--- config.mk ---
export PLATFORM = sky130hd
export DESIGN_NAME = zxuno_video_turbo_ctrl
export DESIGN_NICKNAME = d
export VERILOG_FILES = /design/src/rtl/zxuno_video_turbo_ctrl.sv
export SDC_FILE = /design/constraint.sdc
export NUM_CORES = 1
export LEC_CHECK = 0
export CAP_MARGIN = 20
export CORE_MARGIN = 1.5
export CORE_UTILIZATION = 45
export DETAILED_ROUTE_END_ITERATION = 10
export GPL_TIMING_DRIVEN = 0
export PLACE_DENSITY = 0.76
export SLEW_MARGIN = 10
export SYNTH_ARGS = -nofsm -noshare
export SYNTH_HDL_FRONTEND = slang
export SYNTH_SLANG_ARGS = --single-unit
--- constraint.sdc ---
create_clock -name clk -period 1.95 [get_ports clk]
set_input_delay 0.195 -clock clk [delete_from_list [all_inputs] [get_ports clk]]
set_output_delay 0.195 -clock clk [all_outputs]
set_load 0.05 [all_outputs]
--- src/rtl/zxuno_video_turbo_ctrl.sv ---
// ZX-Uno video/turbo config register bank with keyboard hotkeys,
// PRISM alias port write and change strobes for scandoubler/clock mux.
module zxuno_video_turbo_ctrl #(
    parameter logic [7:0]  BASE_ADDR    = 8'h0B,
    parameter int          NREGS        = 2,
    parameter logic [7:0]  RESET_REG0   = 8'h00,
    parameter logic [15:0] ALIAS_PORT   = 16'h8E3B,
    parameter logic [2:0]  VGA_FREQ     = 3'b101,
    parameter bit          HOTKEY_3STEP = 1'b1,
    parameter logic [21:0] HOLDOFF      = 22'd2800000
) (
    input  logic               clk,
    input  logic               rst_n,
    input  logic [15:0]        a,
    input  logic               iorq_n,
    input  logic               wr_n,
    input  logic [7:0]         zxuno_addr,
    input  logic               zxuno_regrd,
    input  logic               zxuno_regwr,
    input  logic [7:0]         din,
    input  logic               kbd_video_key,
    input  logic               kbd_turbo_key,
    output logic [7:0]         dout,
    output logic               oe_n,
    output logic               vga_enable,
    output logic               scanlines_enable,
    output logic [2:0]         freq_option,
    output logic [1:0]         turbo_enable,
    output logic [8*NREGS-1:0] regs_flat,
    output logic               video_changed,
    output logic               turbo_changed
);

    localparam logic [7:0] NR8 = 8'(NREGS);

    logic [7:0]  r_regs [NREGS];
    logic [7:0]  r_prev0;
    logic [21:0] r_hold;
    logic [1:0]  r_ok;
    logic        r_v_s1, r_v_s2, r_v_d, r_v_arm, r_vpend;
    logic        r_t_s1, r_t_s2, r_t_d, r_t_arm, r_tpend;
    logic        r_alias_d;

    logic [7:0]  w_off;
    logic        w_in_range;
    logic        w_zx_wr, w_zx_wr0;
    logic        w_alias_q, w_alias_wr;
    logic        w_block, w_hold_z;
    logic        w_v_edge, w_t_edge;
    logic        w_v_req, w_t_req, w_v_go, w_t_go;
    logic [7:0]  w_reg0_nx;
    logic [7:0]  w_rd;

    assign w_off      = zxuno_addr - BASE_ADDR;
    assign w_in_range = (zxuno_addr >= BASE_ADDR) && (w_off < NR8);
    assign w_zx_wr    = zxuno_regwr & w_in_range;
    assign w_zx_wr0   = w_zx_wr & (w_off == 8'd0);
    assign w_alias_q  = ~iorq_n & ~wr_n & (a == ALIAS_PORT);
    assign w_alias_wr = w_alias_q & ~r_alias_d;
    assign w_block    = w_zx_wr0 | w_alias_wr;
    assign w_hold_z   = (r_hold == 22'd0);

    // arm flags ignore keys already held when reset is released
    assign w_v_edge = r_v_s2 & ~r_v_d & r_v_arm;
    assign w_t_edge = r_t_s2 & ~r_t_d & r_t_arm;
    assign w_v_req  = r_vpend | (w_v_edge & w_hold_z);
    assign w_t_req  = r_tpend | (w_t_edge & w_hold_z);
    assign w_v_go   = w_v_req & ~w_block;
    assign w_t_go   = w_t_req & ~w_block;

    always_comb begin
        w_reg0_nx = r_regs[0];
        if (w_zx_wr0) begin
            w_reg0_nx = din;
        end else if (w_alias_wr) begin
            w_reg0_nx[7:6] = din[1:0];
        end else begin
            if (w_v_go) begin
                case (r_regs[0][1:0])
                    2'b01: begin
                        if (HOTKEY_3STEP) w_reg0_nx[1:0] = 2'b11;
                        else              w_reg0_nx[4:0] = 5'd0;
                    end
                    2'b11:   w_reg0_nx[4:0] = 5'd0;
                    default: begin
                        w_reg0_nx[1:0] = 2'b01;
                        w_reg0_nx[4:2] = VGA_FREQ;
                    end
                endcase
            end
            if (w_t_go) w_reg0_nx[7:6] = r_regs[0][7:6] + 2'd1;
        end
    end

    always_comb begin
        w_rd = 8'h00;
        for (int i = 0; i < NREGS; i++)
            if (w_in_range && (w_off == 8'(i))) w_rd = r_regs[i];
    end

    always_comb begin
        regs_flat = '0;
        for (int i = 0; i < NREGS; i++)
            regs_flat[8*i +: 8] = r_regs[i];
    end

    always_ff @(posedge clk or negedge rst_n) begin
        if (!rst_n) begin
            r_ok      <= 2'b00;
            r_v_s1    <= 1'b0;
            r_v_s2    <= 1'b0;
            r_v_d     <= 1'b0;
            r_v_arm   <= 1'b0;
            r_t_s1    <= 1'b0;
            r_t_s2    <= 1'b0;
            r_t_d     <= 1'b0;
            r_t_arm   <= 1'b0;
            r_alias_d <= 1'b0;
        end else begin
            r_ok      <= {r_ok[0], 1'b1};
            r_v_s1    <= kbd_video_key;
            r_v_s2    <= r_v_s1;
            r_v_d     <= r_v_s2;
            r_v_arm   <= r_v_arm | (r_ok[1] & ~r_v_s2);
            r_t_s1    <= kbd_turbo_key;
            r_t_s2    <= r_t_s1;
            r_t_d     <= r_t_s2;
            r_t_arm   <= r_t_arm | (r_ok[1] & ~r_t_s2);
            r_alias_d <= w_alias_q;
        end
    end

    always_ff @(posedge clk or negedge rst_n) begin
        if (!rst_n) begin
            r_vpend <= 1'b0;
            r_tpend <= 1'b0;
            r_hold  <= 22'd0;
        end else begin
            r_vpend <= w_block & w_v_req;
            r_tpend <= w_block & w_t_req;
            if (w_v_go | w_t_go) r_hold <= HOLDOFF;
            else if (!w_hold_z)  r_hold <= r_hold - 22'd1;
        end
    end

    always_ff @(posedge clk or negedge rst_n) begin
        if (!rst_n) begin
            for (int i = 0; i < NREGS; i++)
                r_regs[i] <= (i == 0) ? RESET_REG0 : 8'h00;
        end else begin
            r_regs[0] <= w_reg0_nx;
            for (int i = 1; i < NREGS; i++)
                if (w_zx_wr && (w_off == 8'(i))) r_regs[i] <= din;
        end
    end

    always_ff @(posedge clk or negedge rst_n) begin
        if (!rst_n) begin
            dout          <= 8'h00;
            r_prev0       <= RESET_REG0;
            video_changed <= 1'b0;
            turbo_changed <= 1'b0;
        end else begin
            dout          <= w_rd;
            r_prev0       <= r_regs[0];
            video_changed <= (r_regs[0][4:0] != r_prev0[4:0]);
            turbo_changed <= (r_regs[0][7:6] != r_prev0[7:6]);
        end
    end

    assign oe_n             = ~(zxuno_regrd & w_in_range);
    assign vga_enable       = r_regs[0][0];
    assign scanlines_enable = r_regs[0][1];
    assign freq_option      = r_regs[0][4:2];
    assign turbo_enable     = r_regs[0][7:6];

endmodule
==> metrics, run 1 <==
outcome finished, violations left; failing checks setup timing; chip width just under 90 um; RSZ-0062 raised after global routing yes; critical path's largest stage delay about 0.42 ns; Gate Count Post-Synth 293; later-pin clock latency in the skew report 0.35 ns; type of the most critical hold path input pin to flip-flop; Distinct cells, synth 59; worst vdd ir around 0.39 mV; largest area contributor in the netlist dfrtp_1; flops & latches, synth 68; largest cells by area after synthesis dfrtp_1, xnor2_1, mux2_2; CP Class flip-flop to flip-flop; startpoint types flip-flop; largest net degree at the start of global routing 36; Leak Pwr around 2.1 nW; post-layout power 3.41 mW; Post-Syn Area approximately 3200 um^2; area of the core just under 7000 um^2; Area Growth Syn to Fin 56.0%; R2R Setup Slk -0.15 ns; routability-driven placement congestion ratio approximately 0.8; Tcrit/Tclk final 108%; final setup vio count 18; final setup TNS -0.958 ns; Sink Count 68; Max-slew headroom ~65%; fmax 0.477 GHz; Fin Clk Skew between 0.008 and 0.009 ns; total gr overflow 0; number of synthesized flops with an enable pin 0; post-synthesis sequential area ratio 53.0%; Mapped Nets 336; gr usage total roughly a quarter; Max clock buf depth 2; Setup WS post-layout -0.149 ns; Final nets 457; share of layout cells above drive strength 1 ~33%; CP Data Required Time between 2 and 2.5 ns; wire per inst 19.6 um; Yosys warning count 0; DRC viols 0; critical path arrival about 2.3 ns; CP cell instances or3_4 > nor4_4 > buf_4 > o2111ai_4 > buf_6 > o21ai_0 > nand3_1; die area 7660 um^2; # IOs 74; first-pass GRT wire length 13900 um; PwrDens roughly 680 nW/um^2; Vert. Die Dim between 80 and 90 um; hpwl dp ~5400 um; Final Max Slew Viols 0; top-count cell post-synth dfrtp_1; Root Buffer clkbuf_8; H-tree level count 3; PortBufs 73; final hold violations 0; Crit-path slowest cell or3_4; number of vias per cell 5.82; Max FO, Critical Path 4; DRT antenna net count 0; row count 30; Routed WL about 10000 um; CTS Buf Count 9; CTS tree built; Commonest cells post-synth dfrtp_1, nor2_1, nand2_1, a21oi_1; ys async rst share 100%; Initial Util 47.0%; Slew @ Worst Pin approximately 0.52 ns; Top FF cell, synth dfrtp_1; DR pass1 iterations 4; synthesized area per cell approximately 11 um^2; Synth top area share a little over half; initial antenna violation count 0; number of global-route vias before repair approximately 2.8k; Antenna diodes 0; Tmin final roughly 2.1 ns; initial DRC count 202; max-capacitance violation count 0; Vias about 3k; Worst setup EP type flip-flop; clk slew on worst S/H paths 0.07 ns
## cell type report
type / instances / area (um^2)
Inverter: 11 / 41.3
Multi-Input combinational cell: 201 / 1780
Tap cell: 96 / 120
Buffer: 10 / 83.8
Clock buffer: 10 / 128
Fill cell: 439 / 1820
Sequential cell: 68 / 1710
Timing Repair Buffer: 113 / 1080
Clock inverter: 5 / 77.6
## path summary, 6_finish.rpt
kind	cells past startpoint	from	to
worst min-delay path	1	kbd_video_key	r_v_s1$_DFF_PN0_
max in group asynchronous	3	rst_n	r_hold[7]$_DFFE_PN0P_
worst max-delay path	7	r_hold[0]$_DFFE_PN0P_	r_hold[21]$_DFFE_PN0P_
worst max register to register	7	r_hold[0]$_DFFE_PN0P_	r_hold[21]$_DFFE_PN0P_
min in group asynchronous	2	rst_n	video_changed$_DFF_PN0_
worst min register to register	0	r_t_s1$_DFF_PN0_	r_t_s2$_DFF_PN0_
## where the power goes
| part | switching, mW | internal, mW |
|---|---|---|
| clock | 0.538 | 0.709 |
| sequential | 0.151 | 1.49 |
| combinational | 0.296 | 0.219 |
## cell families after synthesis
logic type	count (synthesis)	synth area share, %
fa+ha+maj	3	1.17
mux	8	2.80
other cells	1	0.117
simple gates	109	19.9
buf+inv	24	3.89
xor+xnor	18	4.91
flops	68	53.0
compound gates	62	14.3
## cell usage in the layout (no fill, tap or decap), types with 4 or more instances in the layout
| cell type | n |
|---|---|
| nor2_1 | 13 |
| or4_1 | 6 |
| xor2_1 | 6 |
| dfrtp_2 | 4 |
| nor4_4 | 4 |
| nor2b_1 | 4 |
| nor3_4 | 5 |
| o211ai_1 | 5 |
| a21oi_1 | 6 |
| o31ai_1 | 5 |
| o21ai_0 | 6 |
| clkbuf_8 | 9 |
| dlymetal6s2s_1 | 5 |
| mux2_2 | 8 |
| clkdlybuf4s50_1 | 53 |
| xnor2_1 | 10 |
| nand3_1 | 8 |
| nand2_1 | 16 |
| inv_1 | 9 |
| dlygate4sd2_1 | 9 |
| a22o_1 | 8 |
| nor2_4 | 5 |
| nor3_1 | 4 |
| dfrtp_1 | 64 |
| buf_6 | 6 |
| buf_4 | 39 |
| or3_1 | 6 |
| a21oi_2 | 7 |
## timing repair
| action | in CTS | in global routing |
|---|---|---|
| pin swaps | 20 | 23 |
| hold buffers | 1 | 0 |
| endpoints found under the hold margin | 33 | 0 |
| resized for setup | 65 | 59 |
| setup endpoints to repair | 56 | 50 |
| gates cloned | 1 | 0 |
| setup buffers | 24 | 13 |
## metrics by stage
step	area (um^2)	hold slack [ns]	utilization [%]	instances	worst slack, ns
CTS	4690	0.281	68.6	502	-0.0395
global placement	4090	0.334	59.8	462	-1.56
detailed placement	4100	0.178	60.1	463	-0.884
finish	5010	0.287	73.4	514	-0.149
floorplan	3240	-0.101	-	293	0.0203
global route	5010	0.258	73.4	514	-0.243
## critical path: cells and delay by family (launching register included)
family	cells	cell delay, ns
flip-flops	1	0.41
AO/OA/AOI/OAI	2	0.38
AND/OR/NAND/NOR	3	0.82
buffers and inverters	2	0.36
## registers in the layout, indices dropped and copies added, names as in the netlist
signal,count
r_tpend,1
turbo_changed,1
freq_option,3
r_t_s2,1
r_v_s2,1
r_hold,22
r_alias_d,1
r_vpend,1
r_v_s1,1
r_v_d,1
r_v_arm,1
dout,8
r_t_arm,1
r_prev0,7
r_ok,2
regs_flat,13
video_changed,1
r_t_s1,1
r_t_d,1
## metal layers
metal	track usage (%)	wire length [um]
met3	3.70	600
met5	0	0
met1	31.1	3970
met4	12.3	390
met2	38.6	5090
(Power assumes the default switching activity.)
==> inputs of run 2 (changes only) <==
Settings changed: ABC_CLOCK_PERIOD_IN_PS set to 1950, CORE_ASPECT_RATIO set to 0.6.
==> metrics, run 2 (same netlist as run 1, synthesis figures left out) <==
later-pin clock latency in the skew report roughly 0.33 ns; met3 routed WL 619 um; CP Data Required Time roughly 2.2 ns; Sink Count 68; final setup TNS -0.439 ns; Worst setup EP type flip-flop; fillers 486; DRT antenna net count 0; largest net degree at the start of global routing 51; number of global-route vias before repair 2739; DR pass1 iterations 8; CTS Buf Count 9; final hold violations 0; startpoint types flip-flop; Max clock buf depth 2; hold depth 4; WL met1 around 4100 um; PortBufs 73; hold endpoint r_alias_d$_DFF_PN0_; clk slew on worst S/H paths around 0.06 ns; Top reg by flops r_hold; type of the most critical hold path input pin to flip-flop; CTS tree built; Antenna diodes 0; commonest non-fill, non-tap cell in the layout dfrtp_1; Seq pwr share a little over two fifths; Slew @ Worst Pin ~0.58 ns; worst reg2reg path endpoint r_hold[6]$_DFFE_PN0P_; chip width between 100 and 150 um; switching share of power about 27%; Routed WL approximately 8900 um; Internal approximately 2.7 mW; Sequential cell area approximately 1700 um^2; Tmin final between 1.5 and 2 ns; first-pass GRT wire length approximately 14000 um; gr usage total 23.3%; HP Start a[8]; hpwl dp approximately 5500 um; # IOs between 70 and 80; Fin Clk Skew between 0.009 and 0.01 ns; Final Max Slew Viols 0; number of vias per cell around 5.7; Area Growth Syn to Fin 51.4%; post-layout instance area ~4900 um^2; Leak Pwr 2.08 nW; r2r worst-path depth 9; R2R Setup Slk -0.05 ns; critical path arrival ~2.2 ns; Max-slew headroom roughly three fifths; Comb pwr share between 10 and 15%; wire per inst roughly 18 um; Setup WS post-layout -0.0480 ns; Clk pwr share 42.8%; initial DRC count ~250; wire length on met2 4130 um; area of the multi-input gates 1670 um^2; Initial Util between 40% and 50%; Area after DPL about 4000 um^2; Max FO, Critical Path 5; Setup WS pre-CTS -0.954 ns; row count 23; outcome finished, violations left; Root Buffer clkbuf_16; Vert. Die Dim just under 70 um; PwrDens 772 nW/um^2; Tcrit/Tclk final 102%; RSZ-0062 raised after global routing yes; switching power slightly above 1 mW; total gr overflow 0; final setup vio count 15; die area 7670 um^2; failing checks DRC, setup timing; Vias roughly 2.8k; max FFs per register 22; max-capacitance violation count 0; routability-driven placement congestion ratio between 0.8 and 0.9; fmax roughly 0.50 GHz; share of layout cells above drive strength 1 28.7%; initial antenna violation count 0; RR Startpoint r_hold[0]$_DFFE_PN0P_; CP Class flip-flop to flip-flop; H-tree level count 3; worst vdd ir between 0.4 and 0.5 mV; most frequent cells in the layout dfrtp_1, clkdlybuf4s50_1, buf_4; max layer used met4; post-layout power roughly 3.8 mW; area of the core 6790 um^2; Final nets 443; DRC viols 5
-- run 2: worst max-delay path, cell delays in order (launching register included) --
cell and delay, ns:
dfrtp_1 0.40, inv_1 0.08, ha_2 0.19, nor3b_4 0.21, nand4_1 0.12, buf_6 0.16
o31ai_4 0.25, and3_4 0.28, buf_8 0.14, nor2_4 0.04
-- run 2: area by class of cell --
type | count | share of cell area [%]
plain buffers | 11 | 1.98
well taps | 87 | 2.24
clock buffers | 11 | 4.99
inverters | 11 | 0.849
flip-flops and latches | 68 | 35.1
repair buffers | 97 | 19.6
multi-input cells | 202 | 34.2
clock inverters | 4 | 1.03
-- run 2: power groups by stage --
stage	Clock (mW)	Combinational, mW	Sequential, mW
global placement	0	0.475	1.62
finish	1.61	0.517	1.63
detailed placement	0	0.490	1.62
CTS	1.62	0.507	1.62
floorplan	0	0.179	1.70
global route	1.67	0.555	1.64
-- run 2: timing repair --
action                                 in CTS  in global routing
setup buffers                              20                  1
hold buffers                                1                  0
resized for setup                          66                 34
setup endpoints to repair                  52                 49
endpoints found under the hold margin      18                  0
pin swaps                                  23                 15
cloned                                      1                  1
-- run 2: how the worst max path moves through the flow --
| stage | startpoint | endpoint | slack (ns) |
|---|---|---|---|
| finish | r_hold[0]$_DFFE_PN0P_ | r_hold[6]$_DFFE_PN0P_ | -0.05 |
| global route | r_hold[1]$_DFFE_PN0P_ | r_hold[5]$_DFFE_PN0P_ | -0.14 |
| CTS | r_hold[2]$_DFFE_PN0P_ | r_hold[19]$_DFFE_PN0P_ | -0.06 |
| detailed placement | zxuno_addr[0] | regs_flat[15]$_DFFE_PN0P_ | -0.95 |
| global placement | rst_n | dout[3]$_DFF_PN0_ | -1.60 |
| floorplan | a[7] | r_hold[16]$_DFFE_PN0P_ | 0.02 |
-- run 2: metal layers --
layer | vias up | track usage, %
met3 | 10 | 5.76
li1 | 1304 | -
met2 | 120 | 36.7
met4 | 0 | 5.54
met1 | 1385 | 32.9
met5 | - | 0
-- run 2: through the flow --
step | hold WS, ns | util, % | cells
final | 0.218 | 71.6 | 491
after global routing | 0.239 | 71.6 | 491
after CTS | 0.234 | 69.4 | 489
after detailed placement | 0.0922 | 60.4 | 454
after global placement | 0.333 | 60.0 | 453
after floorplan | -0.101 | - | 293
